[src/rtl/viola_pkg.sv]
// Shared definitions for the Haar cascade blocks: sequencer state encoding,
// feature word layout and rectangle beat type codes.
package viola_pkg;

  // Sequencer states, one per phase of issuing a single feature.
  typedef enum logic [2:0] {
    IDLE,
    FETCH0,
    FETCH1,
    SEND1,
    GUARD,
    WAIT,
    DONE
  } seq_state_t;

  // Each feature occupies two consecutive words: rect1 then rect2.
  localparam int FEAT_WORDS = 2;

  // Beat type codes presented to the rectangle parser.
  localparam logic RECT_TYPE_1 = 1'b0;
  localparam logic RECT_TYPE_2 = 1'b1;

endpackage

[src/rtl/haar_feature_sequencer.sv]
// Haar feature sequencer: walks the features of one cascade stage, reads the
// two words of each feature from the feature memory and streams them to the
// rectangle parser as two back-to-back beats, then waits for the parser to
// finish before moving to the next feature.
module haar_feature_sequencer
  import viola_pkg::*;
#(
  parameter int FEAT_ADDR_WIDTH = 12,
  parameter int FEAT_CNT_WIDTH  = 8,
  parameter int GUARD_CYCLES    = 2
) (
  input  logic                       clk_i,
  input  logic                       rst_n_i,
  input  logic                       start_i,
  input  logic [FEAT_ADDR_WIDTH-1:0] base_addr_i,
  input  logic [FEAT_CNT_WIDTH-1:0]  feat_num_i,
  input  logic                       abort_i,
  output logic [FEAT_ADDR_WIDTH-1:0] feat_addr_o,
  output logic                       feat_rd_o,
  input  logic [31:0]                feat_data_i,
  output logic                       rect_val_o,
  output logic                       type_rect_o,
  output logic [31:0]                rect_o,
  input  logic                       wait_i,
  output logic [FEAT_CNT_WIDTH-1:0]  feat_idx_o,
  output logic                       busy_o,
  output logic                       done_o
);

  localparam int GW = $clog2(GUARD_CYCLES + 1);
  localparam logic [GW-1:0] GUARD_LAST = GW'(GUARD_CYCLES - 1);

  seq_state_t                 state_q, state_d;
  logic [FEAT_ADDR_WIDTH-1:0] base_q, base_d;
  logic [FEAT_CNT_WIDTH-1:0]  num_q, num_d;
  logic [FEAT_CNT_WIDTH-1:0]  idx_q, idx_d;
  logic [GW-1:0]              guard_q, guard_d;
  logic [FEAT_ADDR_WIDTH-1:0] fetch_addr;
  logic                       fetch_d;

  // Read data is handed straight to the parser; the beat valid/type
  // registers line up with the cycle the memory returns each word.
  assign rect_o     = feat_data_i;
  assign feat_idx_o = idx_q;

  // Next-state, index and guard-counter decisions for the stage walk.
  always_comb begin
    // NOTE: every variable gets a default first so no path can infer a latch.
    state_d = state_q;
    base_d  = base_q;
    num_d   = num_q;
    idx_d   = idx_q;
    guard_d = guard_q;

    case (state_q)
      IDLE: begin
        if (start_i) begin
          base_d  = base_addr_i;
          num_d   = feat_num_i;
          idx_d   = '0;
          state_d = (feat_num_i != '0) ? FETCH0 : DONE;
        end
      end
      FETCH0: state_d = FETCH1;
      FETCH1: state_d = SEND1;
      SEND1: begin
        guard_d = '0;
        state_d = GUARD;
      end
      GUARD: begin
        // The parser needs a few cycles before wait_i reflects the new
        // feature, so wait_i is not looked at until this window expires.
        if (guard_q == GUARD_LAST) state_d = WAIT;
        else                       guard_d = guard_q + 1'b1;
      end
      WAIT: begin
        if (!wait_i) begin
          if (idx_q == num_q - 1'b1) begin
            state_d = DONE;
          end else begin
            idx_d   = idx_q + 1'b1;
            state_d = FETCH0;
          end
        end
      end
      DONE: begin
        idx_d   = '0;
        state_d = IDLE;
      end
      default: state_d = IDLE;
    endcase

    // Abort beats any other transition once a stage is under way.
    if (abort_i && (state_q != IDLE)) begin
      idx_d   = '0;
      state_d = IDLE;
    end
  end

  // Address of the word fetched in the upcoming state; wraps modulo 2^W.
  assign fetch_d    = (state_d == FETCH0) || (state_d == FETCH1);
  assign fetch_addr = base_d
                    + FEAT_ADDR_WIDTH'(idx_d) * FEAT_ADDR_WIDTH'(FEAT_WORDS)
                    + FEAT_ADDR_WIDTH'(state_d == FETCH1);

  // State and context registers plus outputs registered from the next state.
  always_ff @(posedge clk_i or negedge rst_n_i) begin
    if (!rst_n_i) begin
      state_q     <= IDLE;
      base_q      <= '0;
      num_q       <= '0;
      idx_q       <= '0;
      guard_q     <= '0;
      feat_rd_o   <= 1'b0;
      feat_addr_o <= '0;
      rect_val_o  <= 1'b0;
      type_rect_o <= RECT_TYPE_1;
      busy_o      <= 1'b0;
      done_o      <= 1'b0;
    end else begin
      // NOTE: non-blocking assignments keep every register updating from the
      // same pre-edge values, whatever order the statements are written in.
      state_q     <= state_d;
      base_q      <= base_d;
      num_q       <= num_d;
      idx_q       <= idx_d;
      guard_q     <= guard_d;
      feat_rd_o   <= fetch_d;
      feat_addr_o <= fetch_d ? fetch_addr : '0;
      rect_val_o  <= (state_d == FETCH1) || (state_d == SEND1);
      type_rect_o <= (state_d == SEND1) ? RECT_TYPE_2 : RECT_TYPE_1;
      busy_o      <= (state_d != IDLE) && (state_d != DONE);
      done_o      <= (state_d == DONE);
    end
  end

endmodule

[config.mk]
export PLATFORM = sky130hd
export DESIGN_NAME = haar_feature_sequencer
export DESIGN_NICKNAME = d
export VERILOG_FILES = /design/src/rtl/viola_pkg.sv /design/src/rtl/haar_feature_sequencer.sv
export SDC_FILE = /design/constraint.sdc
export NUM_CORES = 1
export LEC_CHECK = 0
export BUFFER_PORTS_ARGS = -buffer_cell sky130_fd_sc_hd__buf_2
export CAP_MARGIN = 15
export CORE_MARGIN = 1
export CORE_UTILIZATION = 35
export CTS_BUF_LIST = sky130_fd_sc_hd__clkbuf_4 sky130_fd_sc_hd__clkbuf_8 sky130_fd_sc_hd__clkbuf_16
export CTS_CLUSTER_DIAMETER = 80
export DETAILED_ROUTE_END_ITERATION = 8
export SYNTH_ARGS = -nofsm -noshare
export SYNTH_HDL_FRONTEND = slang
export SYNTH_SLANG_ARGS = --single-unit
[constraint.sdc]
create_clock -name clk_i -period 4.16 [get_ports clk_i]
set_input_delay 0.832 -clock clk_i [delete_from_list [all_inputs] [get_ports clk_i]]
set_output_delay 0.832 -clock clk_i [all_outputs]
set_load 0.01 [all_outputs]
==> results of run 1 <==
==> metal layers <==
| layer | routed length (um) | part of all wire | global-route usage |
|---|---|---|---|
| met1 | 3209 | 0.46 | 0.1937 |
| met2 | 3300 | 0.47 | 0.2443 |
| met3 | 309 | 0.044 | 0.03022 |
| met4 | 138 | 0.020 | 0.05430 |
| met5 | 0 | 0 | 0 |
==> final cells by class <==
| cell class | instances | area [um2] | area share |
|---|---|---|---|
| clock inverter | 2 | 16.27 | 0.004731 |
| inverter | 10 | 37.54 | 0.01092 |
| clock buffer | 6 | 82.58 | 0.02402 |
| sequential | 50 | 1251 | 0.3639 |
| timing repair buffer | 59 | 320.3 | 0.09316 |
| tap | 108 | 135.1 | 0.03930 |
| multi-input combinational | 223 | 1595 | 0.4640 |
==> logic make-up (layout without fill, tap and decap cells) <==
| logic type | after synthesis | in the layout | synth area share |
|---|---|---|---|
| mux | 17 | 17 | 0.06021 |
| flops | 50 | 50 | 0.3935 |
| compound gates | 69 | 69 | 0.1499 |
| buf+inv | 55 | 77 | 0.1102 |
| xor+xnor | 17 | 17 | 0.04683 |
| fa+ha+maj | 13 | 13 | 0.05352 |
| simple gates | 107 | 107 | 0.1858 |
==> metrics by stage <==
step	util	hold slack, ns	setup slack (ns)	instance area (um2)
after floorplan	-	0.4760	0.2624	3179
after global placement	0.3784	0.4863	0.2708	3316
after detailed placement	0.3784	0.4926	0.1477	3316
after CTS	0.3896	0.5156	0.09523	3415
after global routing	0.3923	0.5247	0.04034	3438
final	0.3923	0.5086	0.2138	3438
==> timing repair <==
action,in CTS,in global routing
gates resized for setup,0,3
endpoints found under the setup margin,0,5
setup buffers,0,2
==> report_power, final <==
| part | internal [mW] | switching [mW] | total (mW) | leakage [nW] |
|---|---|---|---|---|
| Sequential | 0.668 | 0.142 | 0.810 | 0.640 |
| Clock | 0.137 | 0.173 | 0.311 | 0.0478 |
| Combinational | 0.472 | 0.559 | 1.03 | 0.839 |
==> path summary, 6_finish.rpt <==
kind	from	endpoint	cells past startpoint
min in group asynchronous	rst_n_i	guard_q[1]	1
worst max-delay path	num_q[1]	feat_addr_o[10]	14
worst max register to register	num_q[1]	feat_addr_o[10]	14
max in group asynchronous	rst_n_i	feat_idx_o[3]	2
worst min-delay path	base_q[7]	base_q[7]	1
worst min register to register	base_q[7]	base_q[7]	1
==> registers in the layout, summed over array words and instances (netlist names), 2 cells and up <==
| signal | flops |
|---|---|
| guard_q | 2 |
| num_q | 8 |
| feat_addr_o | 12 |
| state_q | 3 |
| base_q | 12 |
| feat_idx_o | 8 |
==> critical path, delay by kind of cell (launching register included) <==
kind / cells / cell delay (ns)
AOI/OAI and AO/OA: 8 / 1.60
adders and majority gates: 2 / 0.63
DFF: 1 / 0.41
and+or+nand+nor: 4 / 1.22
==> placed cells by master, fill, tap and decap left out, types with 3 or more instances in the layout <==
cell type	instances
xnor2_1	12
dfrtp_1	50
clkbuf_8	6
nor2_1	17
nand2_1	24
mux2_2	17
a31oi_1	5
nand2b_1	3
nor2b_1	6
nor4_1	8
buf_2	49
a32oi_1	3
xor2_1	5
buf_4	10
o311ai_0	3
inv_1	10
nand4b_1	4
nand3_1	9
nor3_1	15
and2_1	4
ha_1	12
a21oi_1	17
o21ai_0	18
==> impl_metrics.json, run 1 <==
{
  "wl_per_cell_um": 15.19,
  "die_h_um": 97.31,
  "gp_congestion": 0.8144,
  "drv_slew": 0,
  "cts_sinks": 50,
  "syn-cell-area_um2": 3179,
  "viasPerCell": 5.247,
  "cpPeakStageDelay_ns": 0.56,
  "cts_buffers": 5,
  "syn2layout_area_growth_pct": 8.146,
  "nNetsFinal": 419,
  "ctsHoldBuffers": 0,
  "instances_no_fill": 458,
  "ios": 114,
  "cts_buffer_depth": 2,
  "drtIter0Drc": 71,
  "critPathLaunchType": "flop",
  "end_kind": "flop",
  "cts_root_buf": "clkbuf_8",
  "yosys_warnings": 0,
  "row_count": 34,
  "htreeDepth": 2,
  "synth_top_cell_by_area": "dfrtp_1",
  "finalSetupViolCount": 0,
  "numPortBuffers": 49,
  "grt_max_degree": 27,
  "cp.required_ns": 4.37,
  "core_area_um2": 8763,
  "synth_edf_count": 0,
  "fin_skew_ns": 0.003753,
  "max_slew.worst_pin.slew_ns": 0.6040,
  "drt_pass1_iterations": 4,
  "hold_viol_final": 0,
  "max_freq_mhz": 253.4,
  "worstPathCellList": "or4_4 > nor4_1 > a311oi_2 > a211oi_4 > a2bb2oi_4 > nor4_1 > ha_1 > fa_1 > a21o_1 > a21oi_1 > o21ai_0 > a21oi_1 > o21ai_0 > nor4b_2",
  "r2r_slack_ns": 0.21,
  "ys_seq_area_frac": 0.3935,
  "dp.cells": 448,
  "wl_um": 6958,
  "start_util": 0.3628,
  "relSlewSlack": 0.5974,
  "cts_tree": "yes",
  "grt_pass1_wl_um": 11380,
  "power_mw": 2.152,
  "die_area_um2": 9469,
  "clk_pin_slew_ns": 0.10,
  "ys.flop_type": "dfrtp_1",
  "grt-ovfl-total": 0,
  "leakage_nw": 1.528,
  "die_x_um": 97.31,
  "drt.antenna.violating_nets": 0,
  "nFillCells": 887,
  "critPathKind": "reg2reg",
  "grt_setup_unrepaired": "no",
  "yosysUniqueCellTypes": 52,
  "min_period_ns": 3.946,
  "cp_slowest_cell": "or4_4",
  "final_layout_size_suffix_gt1_frac": 0.2800,
  "arrival_ns": 4.16,
  "syn_inst": 328,
  "grt_usage": 0.1487,
  "peakVddDrop_mv": 0.1892,
  "diodes": 0,
  "cp_max_fo": 6,
  "synthTopCellsByCount": "dfrtp_1 (50), buf_4 (34), nand2_1 (24), o21ai_0 (19), a21oi_1 (18)",
  "min_path_type": "reg2reg",
  "synth_seq_cells": 50,
  "syn_area_per_cell_um2": 9.693,
  "grt_pass1_vias": 2336,
  "fin_crit_sh": 0.9486,
  "power.density_nw_per_um2": 626.0,
  "yosys-top-cells-area": "dfrtp_1 (39%), buf_4 (8.0%), mux2_2 (6.0%), ha_1 (4.7%), xnor2_1 (3.3%)",
  "vias": 2403,
  "maxCapViolCount": 0,
  "syn_nets": 398,
  "fin_tns_setup_ns": 0,
  "async_reset_ff_frac": 1.000,
  "antenna_found_initial": 0,
  "synth_most_common_cell": "dfrtp_1",
  "insertion_delay_ns": 0.31,
  "route.detailed.drc": 0,
  "synth_top_area_frac": 0.3935,
  "hpwlAfterDp_um": 5268,
  "status": "completed"
}
No activity file was read; power rests on OpenSTA's default activity.
==> run 2: changes to the inputs <==
RECOVER_POWER = 100   (was not set)
clock period = 3.8 ns   (was 4.16 ns; I/O delays follow)
==> impl_metrics.json, run 2 (synthesis results as in run 1) <==
{
  "status": "finished, violations left",
  "violations": "max-capacitance violations, max-slew violations",
  "cts_buffers": 5,
  "min_path_type": "reg2reg",
  "max_freq_mhz": 264.0,
  "drtIter0Drc": 83,
  "final_layout_size_suffix_gt1_frac": 0.2740,
  "viasPerCell": 5.281,
  "htreeDepth": 2,
  "cp_max_fo": 7,
  "grt-ovfl-total": 0,
  "cts_buffer_depth": 2,
  "grt_pass1_wl_um": 12530,
  "vias": 2498,
  "peakVddDrop_mv": 0.2272,
  "row_count": 34,
  "utilization": 0.4172,
  "wl_um": 7458,
  "critPathLaunchType": "flop",
  "cp_top_family": "compound AO/OA/AOI/OAI gates",
  "cts_root_buf": "clkbuf_8",
  "insertion_delay_ns": 0.31,
  "fin_crit_sh": 0.9970,
  "worstPathCellList": "or4_4 > o221a_1 > a311oi_2 > a211oi_4 > a21oi_2 > nor4_2 > ha_2 > fa_2 > a21o_1 > a21oi_2 > o21ai_2 > a21oi_2 > buf_4 > xor2_1 > nor3_1",
  "end_kind": "flop",
  "diodes": 0,
  "ios": 114,
  "drt_pass1_iterations": 6,
  "final_common_cell": "dfrtp_1",
  "power_mw": 2.498,
  "start_util": 0.3628,
  "nNetsFinal": 434,
  "wl_per_cell_um": 15.77,
  "instances_no_fill": 473,
  "maxCapViolCount": 1,
  "critPathKind": "reg2reg",
  "leakage_nw": 1.516,
  "top_regs": "base_q (12), feat_addr_o (12)",
  "die_area_um2": 9469,
  "fin_skew_ns": 0.007320,
  "drv_slew": 31,
  "clk_pin_slew_ns": 0.10,
  "final_cell_mix": "dfrtp_1 (50), clkbuf_1 (29), buf_2 (28)",
  "fin_tns_setup_ns": 0,
  "power.density_nw_per_um2": 683.1,
  "cp.required_ns": 3.98,
  "antenna_found_initial": 0,
  "min_period_ns": 3.789,
  "relSlewSlack": -0.06275,
  "route.detailed.drc": 0,
  "core_area_um2": 8763,
  "finalSetupViolCount": 0,
  "grt_setup_unrepaired": "yes",
  "cp_slowest_cell": "or4_4",
  "syn2layout_area_growth_pct": 14.99,
  "cts_sinks": 50,
  "cpPeakStageDelay_ns": 0.59,
  "drt.antenna.violating_nets": 0,
  "cts_tree": "yes",
  "die_h_um": 97.31,
  "hold_viol_final": 0,
  "numPortBuffers": 49,
  "dp.cells": 459,
  "gp_congestion": 0.8189,
  "hold_slack_ns": 0.5025,
  "grt_pass1_vias": 2585,
  "max_slew.worst_pin.slew_ns": 1.594,
  "path_buf_inv": 1,
  "arrival_ns": 3.97,
  "ctsHoldBuffers": 0,
  "worst_path_most_repeated_cell": "a21oi_2",
  "grt_usage": 0.1623,
  "die_x_um": 97.31,
  "grt_max_degree": 31,
  "hpwlAfterDp_um": 5567
}
[run 2: changes by cell type in the layout (fill, tap and decap cells not counted), moves of 7 or more]
cell | previous run | this run
clkbuf_1 | 0 | 29
buf_2 | 49 | 28
mux2_1 | 0 | 8
mux2_2 | 17 | 9
buf_4 | 10 | 17
[run 2: power by group]
part | switching [mW] | internal, mW
clock | 0.186 | 0.204
combinational | 0.684 | 0.546
sequential | 0.146 | 0.732
total | 1.02 | 1.48
[run 2: worst register-to-register path, cell delays in order, from the launching register on]
cell	delay, ns
dfrtp_1	0.41
or4_4	0.59
o221a_1	0.28
a311oi_2	0.37
a211oi_4	0.18
a21oi_2	0.21
nor4_2	0.07
ha_2	0.21
fa_2	0.35
a21o_1	0.18
a21oi_2	0.17
o21ai_2	0.08
a21oi_2	0.21
buf_4	0.15
xor2_1	0.16
nor3_1	0.06
[run 2: metrics by stage]
stage	setup WS (ns)	cell area, um2
final	0.01146	3656
after global routing	-0.1339	3656
after CTS	0.03843	3542
after detailed placement	-0.01879	3417
after global placement	0.04828	3417
after floorplan	0.01861	3198
[run 2: final cells by class]
| type | instances | area (um2) |
|---|---|---|
| clock buffers | 6 | 76.32 |
| clock inverters | 2 | 37.54 |
| fillers | 876 | 5107 |
| inverters | 10 | 37.54 |
| multi-input cells | 223 | 1742 |
| flip-flops and latches | 50 | 1251 |
| well taps | 108 | 135.1 |
| repair buffers | 74 | 376.6 |
[run 2: timing repair]
item	4_1_cts	5_1_grt
buffers inserted	1	5
gates resized for setup	2	34
pin swaps	2	17
endpoints found under the setup margin	3	7
[run 2: path summary, 6_finish.rpt]
check | depth (start not counted) | startpoint | slack, ns | endpoint
min in group asynchronous | 1 | rst_n_i | 0.66 | num_q[3]
max | 15 | num_q[1] | 0.01 | feat_addr_o[8]
max reg2reg | 15 | num_q[1] | 0.01 | feat_addr_o[8]
max in group asynchronous | 2 | rst_n_i | 1.09 | feat_addr_o[3]
min | 1 | base_q[7] | 0.50 | base_q[7]
min reg2reg | 1 | base_q[7] | 0.50 | base_q[7]
[run 2: metal layers]
metal	routed length (um)	up-vias	GRT usage
li1	-	1212	-
met1	3351	1217	0.2092
met2	3688	62	0.2822
met3	366	7	0.03237
met4	52	0	0.03394
met5	0	-	0
==> run 3: changes to the inputs <==
SETUP_SLACK_MARGIN = 0.5   (was not set)
==> impl_metrics.json, run 3 (synthesis results as in run 1) <==
{
  "status": "finished, violations left",
  "violations": "max-capacitance violations, max-slew violations",
  "reg2reg_depth": 14,
  "cts_buffers": 5,
  "crit_start": "num_q[1]",
  "grt_pass1_wl_um": 12280,
  "dp.cells": 452,
  "hpwlAfterDp_um": 5273,
  "grt_max_degree": 35,
  "arrival_ns": 3.96,
  "fin_crit_sh": 0.9942,
  "r2r-end": "feat_addr_o[10]",
  "drt.antenna.violating_nets": 0,
  "grt_usage": 0.1602,
  "grt_setup_unrepaired": "yes",
  "utilization": 0.4409,
  "wl_per_cell_um": 15.15,
  "end_kind": "flop",
  "clk_pin_slew_ns": 0.10,
  "critPathKind": "reg2reg",
  "syn2layout_area_growth_pct": 21.53,
  "place_ws_ns": 0.02936,
  "critPathLaunchType": "flop",
  "final_cell_mix": "dfrtp_1 (49), buf_2 (46), buf_4 (35)",
  "final_layout_size_suffix_gt1_frac": 0.3995,
  "row_count": 34,
  "fin_ws_ns": 0.02210,
  "max_freq_mhz": 264.7,
  "htreeDepth": 2,
  "cts_sinks": 50,
  "die_area_um2": 9469,
  "drt_pass1_iterations": 4,
  "crit_path_end": "feat_addr_o[10]",
  "fin_tns_setup_ns": 0,
  "insertion_delay_ns": 0.31,
  "antenna_found_initial": 0,
  "route.met2.wl_um": 3690,
  "max_slew.worst_pin.slew_ns": 1.825,
  "power_mw": 2.632,
  "nNetsFinal": 447,
  "relSlewSlack": -0.2168,
  "nFillCells": 858,
  "diodes": 0,
  "multi_input_area_um2": 1807,
  "die_x_um": 97.31,
  "top_regs": "base_q (12), feat_addr_o (12)",
  "min_path_type": "reg2reg",
  "cts_buffer_depth": 2,
  "instances_no_fill": 486,
  "wl_met1_um": 3176,
  "min_period_ns": 3.778,
  "seq_area_um2": 1252,
  "viasPerCell": 5.257,
  "fin_skew_ns": 0.005012,
  "grt-ovfl-total": 0,
  "die_h_um": 97.31,
  "wl_um": 7364,
  "power.density_nw_per_um2": 681.2,
  "drtIter0Drc": 88,
  "top_layer_used": "met4",
  "finalSetupViolCount": 0,
  "leakage_nw": 1.687,
  "gp_congestion": 0.8181,
  "ios": 114,
  "peakVddDrop_mv": 0.2232,
  "cp_max_fo": 6,
  "wl_met3_um": 392,
  "drv_slew": 35,
  "final_common_cell": "dfrtp_1",
  "route.detailed.drc": 0,
  "core_area_um2": 8763,
  "crit-reg2reg-launch": "num_q[1]",
  "vias": 2555,
  "grt_pass1_vias": 2610,
  "numPortBuffers": 49,
  "cts_root_buf": "clkbuf_8",
  "start_util": 0.3628,
  "maxCapViolCount": 1,
  "hold_viol_final": 0,
  "cp.required_ns": 3.98,
  "cts_tree": "yes",
  "r2r_slack_ns": 0.02
}
-- run 3: cell types whose count changed in the layout (fill, tap and decap cells not counted), sizes merged --
cell    delta
buf       +38
clkbuf    -25
bufinv     -1
inv        +1
-- run 3: worst min path at each step --
stage / startpoint / endpoint / slack, ns / cells after the start
5_1_grt: base_q[7] / base_q[7] / 0.54 / 1
4_1_cts: base_q[7] / base_q[7] / 0.52 / 1
6_report: base_q[7] / base_q[7] / 0.51 / 1
3_3_place_gp: base_q[8] / base_q[8] / 0.49 / 1
3_5_place_dp: base_q[7] / base_q[7] / 0.50 / 1
2_1_floorplan: rst_n_i / base_q[0] / 0.46 / 0
-- run 3: area by class of cell --
cell class              instances  area share
flip-flops and latches         50      0.3242
well taps                     108     0.03497
inverters                      10     0.01036
clock inverters                 2    0.004210
multi-input cells             223      0.4676
repair buffers                 87      0.1373
clock buffers                   6     0.02137
-- run 3: per-stage QoR --
step                      hold slack, ns  instance area (um2)
final                             0.5141                 3864
after global routing              0.5422                 3864
after CTS                         0.5219                 3695
after detailed placement          0.4989                 3416
after global placement            0.4856                 3416
after floorplan                   0.4644                 3252
-- run 3: power breakdown --
part | total [mW] | internal (mW) | switching (mW)
Combinational | 1.41 | 0.677 | 0.735
Clock | 0.341 | 0.150 | 0.191
Sequential | 0.879 | 0.733 | 0.147
-- run 3: repair_timing --
item / CTS / global route
endpoints found under the hold margin: 0 / 0
resized for setup: 10 / 21
setup buffers: 19 / 7
gates cloned: 0 / 0
hold buffers: 0 / 0
endpoints found under the setup margin: 10 / 11
pin swaps: 17 / 8
-- run 3: worst max-delay path: stages (launching register included) --
cell	delay, ns
dfrtp_1	0.40
or4_4	0.58
o221a_1	0.31
a311oi_4	0.34
a211oi_4	0.14
buf_4	0.17
or4_4	0.54
nand3_4	0.09
ha_4	0.21
o21a_1	0.16
o21a_1	0.19
a21oi_2	0.19
buf_4	0.13
o21ai_1	0.06
nor4b_2	0.16
-- run 3: routing by layer --
layer | track usage | up-vias
met5 | 0 | -
met4 | 0.05090 | 0
met3 | 0.03525 | 13
met2 | 0.2687 | 74
met1 | 0.2054 | 1233
li1 | - | 1235
